--- config.mk ---
export PLATFORM = sky130hd
export DESIGN_NAME = uart_frame_rx
export DESIGN_NICKNAME = d
export VERILOG_FILES = /design/src/rtl/uart_pkg.sv /design/src/rtl/uart_rx.sv /design/src/rtl/uart_frame_rx.sv
export SDC_FILE = /design/constraint.sdc
export NUM_CORES = 1
export LEC_CHECK = 0
export ABC_AREA = 1
export BUFFER_PORTS_ARGS = -buffer_cell sky130_fd_sc_hd__buf_2
export CORE_MARGIN = 3
export CORE_UTILIZATION = 29
export CTS_CLUSTER_SIZE = 25
export DETAILED_ROUTE_END_ITERATION = 12
export SETUP_SLACK_MARGIN = 0.05
export SLEW_MARGIN = 5
export SYNTH_ARGS = -nofsm -noshare
export SYNTH_HDL_FRONTEND = slang
export SYNTH_SLANG_ARGS = --single-unit
--- constraint.sdc ---
create_clock -name clk -period 1.65 [get_ports clk]
set_input_delay 0 -clock clk [delete_from_list [all_inputs] [get_ports clk]]
set_output_delay 0 -clock clk [all_outputs]
set_load 0.02 [all_outputs]
--- src/rtl/uart_pkg.sv ---
// Shared definitions for the UART frame receiver.
//   rx_state_t         : bit-level receiver FSM states
//   DEF_CLKS_PER_BIT   : default clocks per bit (115200 baud at 100 MHz)
//   DEF_FRAME_BYTES    : default bytes per assembled frame
//   DEF_TIMEOUT_BITS   : default idle bit-times before a partial frame is dropped
package uart_pkg;

  typedef enum logic [2:0] {
    ST_IDLE,
    ST_START,
    ST_DATA,
    ST_STOP,
    ST_WAIT_IDLE
  } rx_state_t;

  localparam int DEF_CLKS_PER_BIT = 868;
  localparam int DEF_FRAME_BYTES  = 20;
  localparam int DEF_TIMEOUT_BITS = 20;

endpackage

--- src/rtl/uart_rx.sv ---
// 8N1 UART byte receiver with a 2-flop input synchronizer.
//   clk        : clock, rising edge
//   reset_n    : synchronous active-low reset
//   i_Rx       : asynchronous serial line, idle high, LSB first
//   o_Rx_Byte  : last byte received with a good stop bit
//   o_Rx_DV    : one-cycle pulse, o_Rx_Byte updated
//   frame_err  : one-cycle pulse, stop bit sampled low
//   byte_done  : combinational, high on the edge that loads o_Rx_Byte
//   byte_data  : combinational, the byte being loaded when byte_done is high
module uart_rx
  import uart_pkg::*;
#(
  parameter int CLKS_PER_BIT = DEF_CLKS_PER_BIT
) (
  input  logic       clk,
  input  logic       reset_n,
  input  logic       i_Rx,
  output logic [7:0] o_Rx_Byte,
  output logic       o_Rx_DV,
  output logic       frame_err,
  output logic       byte_done,
  output logic [7:0] byte_data
);

  localparam int CNT_W = $clog2(CLKS_PER_BIT);
  localparam logic [CNT_W-1:0] HALF_CNT = CNT_W'((CLKS_PER_BIT - 1) / 2);
  localparam logic [CNT_W-1:0] FULL_CNT = CNT_W'(CLKS_PER_BIT - 1);

  rx_state_t        state;
  logic [CNT_W-1:0] clk_cnt;
  logic [2:0]       bit_idx;
  logic [7:0]       shift_q;
  logic             rx_meta;
  logic             rx_sync;

  // Exposed so the frame assembler can act on the same edge that raises
  // o_Rx_DV, keeping its valid pulse aligned with the byte pulse.
  assign byte_done = (state == ST_STOP) && (clk_cnt == FULL_CNT) && rx_sync;
  assign byte_data = shift_q;

  always_ff @(posedge clk) begin
    if (!reset_n) begin
      state     <= ST_IDLE;
      clk_cnt   <= '0;
      bit_idx   <= '0;
      shift_q   <= '0;
      rx_meta   <= 1'b1;
      rx_sync   <= 1'b1;
      o_Rx_Byte <= '0;
      o_Rx_DV   <= 1'b0;
      frame_err <= 1'b0;
    end else begin
      // NOTE: non-blocking assignments throughout; every flop samples the
      // pre-edge value of the others, which is what makes the synchronizer
      // a true two-stage chain rather than a wire.
      rx_meta   <= i_Rx;
      rx_sync   <= rx_meta;
      o_Rx_DV   <= 1'b0;
      frame_err <= 1'b0;

      case (state)
        ST_IDLE: begin
          clk_cnt <= '0;
          bit_idx <= '0;
          if (!rx_sync) state <= ST_START;
        end

        // Re-check the line half a bit in; a short low glitch returns to
        // idle silently.
        ST_START: begin
          if (clk_cnt == HALF_CNT) begin
            clk_cnt <= '0;
            state   <= rx_sync ? ST_IDLE : ST_DATA;
          end else begin
            clk_cnt <= clk_cnt + 1'b1;
          end
        end

        ST_DATA: begin
          if (clk_cnt == FULL_CNT) begin
            clk_cnt <= '0;
            shift_q <= {rx_sync, shift_q[7:1]};
            bit_idx <= bit_idx + 1'b1;
            if (bit_idx == 3'd7) state <= ST_STOP;
          end else begin
            clk_cnt <= clk_cnt + 1'b1;
          end
        end

        ST_STOP: begin
          if (clk_cnt == FULL_CNT) begin
            clk_cnt <= '0;
            if (rx_sync) begin
              o_Rx_Byte <= shift_q;
              o_Rx_DV   <= 1'b1;
              state     <= ST_IDLE;
            end else begin
              frame_err <= 1'b1;
              state     <= ST_WAIT_IDLE;
            end
          end else begin
            clk_cnt <= clk_cnt + 1'b1;
          end
        end

        // A held break must go high before another start bit is accepted.
        ST_WAIT_IDLE: begin
          if (rx_sync) state <= ST_IDLE;
        end

        default: state <= ST_IDLE;
      endcase
    end
  end

endmodule

--- src/rtl/uart_frame_rx.sv ---
// UART receiver that assembles fixed-length frames of bytes.
//   clk          : clock, rising edge
//   reset_n      : synchronous active-low reset
//   i_Rx         : asynchronous serial line, idle high, 8N1, LSB first
//   o_Rx_Byte    : last correctly received byte
//   o_Rx_DV      : one-cycle pulse, o_Rx_Byte updated
//   dataOut      : last complete frame, first byte in the top 8 bits
//   valid        : one-cycle pulse, dataOut updated (same cycle as o_Rx_DV)
//   frame_err    : one-cycle pulse, stop bit sampled low
//   timeout_err  : one-cycle pulse, partial frame discarded after idle time
module uart_frame_rx
  import uart_pkg::*;
#(
  parameter int CLKS_PER_BIT = DEF_CLKS_PER_BIT,
  parameter int FRAME_BYTES  = DEF_FRAME_BYTES,
  parameter int TIMEOUT_BITS = DEF_TIMEOUT_BITS
) (
  input  logic                     clk,
  input  logic                     reset_n,
  input  logic                     i_Rx,
  output logic [7:0]               o_Rx_Byte,
  output logic                     o_Rx_DV,
  output logic [8*FRAME_BYTES-1:0] dataOut,
  output logic                     valid,
  output logic                     frame_err,
  output logic                     timeout_err
);

  localparam int FRAME_W        = 8 * FRAME_BYTES;
  localparam int BYTE_W         = (FRAME_BYTES > 1) ? $clog2(FRAME_BYTES) : 1;
  localparam int TIMEOUT_CYCLES = TIMEOUT_BITS * CLKS_PER_BIT;
  localparam int IDLE_W         = $clog2(TIMEOUT_CYCLES);
  localparam logic [BYTE_W-1:0] LAST_BYTE = BYTE_W'(FRAME_BYTES - 1);
  localparam logic [IDLE_W-1:0] IDLE_LAST = IDLE_W'(TIMEOUT_CYCLES - 1);

  logic               byte_done;
  logic [7:0]         byte_data;
  logic [BYTE_W-1:0]  byte_cnt;
  logic [IDLE_W-1:0]  idle_cnt;
  logic [FRAME_W-1:0] asm_q;
  logic [FRAME_W-1:0] asm_next;

  uart_rx #(
    .CLKS_PER_BIT(CLKS_PER_BIT)
  ) u_rx (
    .clk       (clk),
    .reset_n   (reset_n),
    .i_Rx      (i_Rx),
    .o_Rx_Byte (o_Rx_Byte),
    .o_Rx_DV   (o_Rx_DV),
    .frame_err (frame_err),
    .byte_done (byte_done),
    .byte_data (byte_data)
  );

  // Older bytes move toward the MSB, so the first byte of a frame ends up
  // in the top 8 bits once the frame is complete.
  assign asm_next = {asm_q[FRAME_W-9:0], byte_data};

  always_ff @(posedge clk) begin
    if (!reset_n) begin
      byte_cnt    <= '0;
      idle_cnt    <= '0;
      asm_q       <= '0;
      dataOut     <= '0;
      valid       <= 1'b0;
      timeout_err <= 1'b0;
    end else begin
      valid       <= 1'b0;
      timeout_err <= 1'b0;

      if (frame_err) begin
        byte_cnt <= '0;
        idle_cnt <= '0;
      end else if (byte_done) begin
        // A byte arriving on the terminal idle count wins over the timeout.
        idle_cnt <= '0;
        asm_q    <= asm_next;
        if (byte_cnt == LAST_BYTE) begin
          byte_cnt <= '0;
          dataOut  <= asm_next;
          valid    <= 1'b1;
        end else begin
          byte_cnt <= byte_cnt + 1'b1;
        end
      end else if (byte_cnt != '0) begin
        if (idle_cnt == IDLE_LAST) begin
          byte_cnt    <= '0;
          idle_cnt    <= '0;
          timeout_err <= 1'b1;
        end else begin
          idle_cnt <= idle_cnt + 1'b1;
        end
      end else begin
        idle_cnt <= '0;
      end
    end
  end

endmodule

==> run_results.csv <==
group,metric,value,unit
drt,drt-initial-drc-count,957,
power,power_density,1030,mW/mm2
status,violations,"negative setup slack",
layout,diodes,0,
setup_path,path_max_fanout,8,
timing,fmax,0.559,GHz
floorplan,core_area,0.0504,mm2
timing,hold_ws,0.198,ns
flow_run,cap_violations,0,
drt,ant_nets,0,
timing,finalSetupViolations,255,
timing,fin_ws,-0.138,ns
timing,hold_violations,0,
placement,placed_area,0.0170,mm2
drt,num_vias,13158,
timing,worst_slew_pin_slew,0.816,ns
synth,synth_top_area_share,49.8,%
timing,fin_tns_setup,-16.19,ns
synth,synth_top_family_by_area,"simple AND/OR/NAND/NOR gates",
synth,synth_compound_area_share,3.72,%
power,p_int,15.2,mW
global_routing,antenna_found_initial,0,
synth,synth_adder_area_share,0.589,%
timing,final-max-slew-violation-count,0,
synth,post-synth-top-count-cell,"nand2_1",
global_routing,top_usage_layer,"met2",
power,p_seq_share,45.6,%
drt,wl_per_cell,12.9,um
synth,seq_area_frac_synth,49.8,%
clock_network,ctsHtreeMaxLevel,2,
clock_network,clock-sinks,370,
global_routing,first_global_vias,12255,
layout,synthToLayoutAreaGrowth,28.8,%
synth,synth-main-ff-cell,"dfxtp_1",
drt,first_pass_iters,5,
setup_path,worst_ep_arrival_time,2.29,ns
setup_path,cp.required,2.15,ns
placement,io_buffers,174,
synth,async_flop_share,0,%
global_routing,globalRouteOverflowTotal,0,
floorplan,rows,82,
timing,post-route-period-util,108,%
synth,syn_area,0.0149,mm2
worst_hold_path,min_path_type,"in -> reg",
setup_path,crit_path_start_kind,"flip-flop",
clock_network,clock_latency,0.56,ns
floorplan,die_w,232,um
power,power,19.8,mW
synth,syn_nets,2185,
layout,drive_gt1_share,19.1,%
drt,vias_per_cell,4.27,
status,status,"complete, but fails checks",
global_routing,grt.met3_usage,3.05,%
synth,synth_top_area_cell,"dfxtp_1",
power,clkPwrFrac,49.6,%
synth,ys_top_cells_by_count,"661 x nand2_1, 383 x nor2_1, 370 x dfxtp_1",
setup_path,critPathCaptureType,"flip-flop",
global_routing,grt_max_degree,171,
clock_network,clkTransAtPathRegs,0.06,ns
setup_path,reg2reg_depth,11,
floorplan,dieArea,0.0540,mm2
floorplan,die_h,232,um
layout,nets,2385,
timing,period_minus_slack,1.79,ns
power,power_switching,4.51,mW
worst_hold_path,holdPathStages,3,
power,power.leakage,9.99,nW
global_routing,grt_util_met1,18.2,%
clock_network,root_buffer,"clkbuf_16",
synth,ys_ff_latch,370,
floorplan,io_pins,175,
synth,synthMuxAreaShare,0,%
drt,drc,0,
placement,hpwl,24.7,mm
clock_network,cts_buffers,43,
global_routing,track_usage,13.7,%
drt,drt-total-wl,39.9,mm
floorplan,initial_core_util,29.5,%
setup_path,critPathKind,"reg -> reg",
synth,synth_area_leaders,"dfxtp_1 50%, nand2_1 17%, nor2_1 9.7%, inv_1 7.9%, nand3_1 4.4%",
synth,avgSynthCellArea,6.83,um2
layout,stdcell_area,0.0191,mm2
synth,syn_inst,2175,
clock_network,clk_path_buf_depth,3,
timing,rsz0062_at_grt,"yes",
synth,synthSimpleGateAreaFrac,33.8,%
synth,synth_xor_area_share,0.354,%
synth,synth_edf_count,0,
timing,maxSlewHeadroom,45.6,%
synth,ys_warn_count,0,
synth,synth.distinct_cells,27,
global_routing,grt_util_met2,22.4,%
clock_network,cts_tree,"built",
global_routing,grt_pass1_wl,61.2,mm
power,worst_ir_drop_vdd,0.598,mV
power,power_frac_comb,4.8,%
placement,globalplace.congestion,0.802,
power,swShare,22.8,%
timing,fin_skew,0.0122,ns
## through the flow
stage	util, %	setup WS [ns]	instances
after floorplan	-	0.0233	2175
after global routing	38.0	-0.237	3079
after detailed placement	33.7	-0.218	2982
after CTS	36.9	-0.129	3061
final	38.0	-0.138	3079
after global placement	33.7	-0.155	2982
## worst max-delay path, cell delays in order, from the launching register on
cell and delay (ns):
dfxtp_2 0.35, ha_4 0.15, nand2_4 0.05, nor2_4 0.09, inv_2 0.05, nor2_4 0.17
nand4_4 0.17, nor2_4 0.22, buf_12 0.17, clkbuf_16 0.17, nand2_1 0.06, nand2_1 0.07
## flip-flops by register name, summed over array words and instances, names as in the netlist
signal / flops
dataOut: 160
asm_q: 152
idle_cnt: 15
u_rx.clk_cnt: 10
u_rx.byte_data: 8
u_rx.o_Rx_Byte: 8
byte_cnt: 5
u_rx.bit_idx: 3
u_rx.state: 3
timeout_err: 1
u_rx.frame_err: 1
u_rx.o_Rx_DV: 1
u_rx.rx_meta: 1
u_rx.rx_sync: 1
valid: 1
## power groups by stage
stage          registers, mW  clock network, mW  logic [mW]
2_1_floorplan           9.23                  0       0.581
3_3_place_gp            9.21                  0       0.884
3_5_place_dp            9.21                  0       0.908
4_1_cts                 9.01               10.2       0.917
5_1_grt                 9.02               10.5        1.06
6_report                9.02               9.80       0.940
## layout by cell type (no fill, tap or decap), drive strengths merged
cell / synthesis / final
a21oi: 28 / 28
nand3b: 1 / 1
nor3: 54 / 54
nand2: 662 / 662
or2: 5 / 5
bufinv: 0 / 5
nand3: 133 / 133
nor2: 386 / 386
clkbuf: 50 / 62
o21ai: 81 / 81
xnor2: 2 / 2
dlygate4sd3: 0 / 2
clkinvlp: 0 / 4
ha: 7 / 7
dfxtp: 370 / 370
buf: 64 / 260
clkinv: 0 / 12
nand4: 11 / 11
inv: 316 / 317
xor2: 4 / 4
o211ai: 1 / 1
## metal layers
metal / up-vias / routed length (um)
li1: 6911 / -
met1: 5926 / 18800
met2: 261 / 18000
met3: 60 / 2180
met4: 0 / 859
met5: - / 0
## what timing repair did
action                                  in CTS  in global routing
resized for setup                           28                 93
buffers inserted                             0                  7
endpoints found under the hold margin       93                  0
pin swaps                                    0                  6
hold buffers                                 2                  0
cloned                                       0                 11
endpoints found under the setup margin     305                365
## layout make-up
| type | instances | area [um2] |
|---|---|---|
| Clock buffer | 55 | 1200 |
| Fill cell | 5212 | 31200 |
| Multi-Input combinational cell | 1375 | 6180 |
| Timing Repair Buffer | 269 | 2060 |
| Inverter | 316 | 1190 |
| Tap cell | 672 | 841 |
| Sequential cell | 370 | 7410 |
| Clock inverter | 22 | 264 |
## kinds of logic after synthesis
| logic type | count (synthesis) |
|---|---|
| adders and majority gates | 7 |
| and+or+nand+nor | 1252 |
| DFF | 370 |
| buffers and inverters | 430 |
| xor gates and xnor gates | 6 |
| AOI/OAI and AO/OA | 110 |
## final timing paths
path	from	to	slack, ns
min	i_Rx	u_rx.rx_meta	0.20
min reg2reg	u_rx.rx_meta	u_rx.rx_sync	0.42
max	u_rx.clk_cnt[1]	dataOut[3]	-0.14
max reg2reg	u_rx.clk_cnt[1]	dataOut[3]	-0.14
No activity file was read; power rests on OpenSTA's default activity.
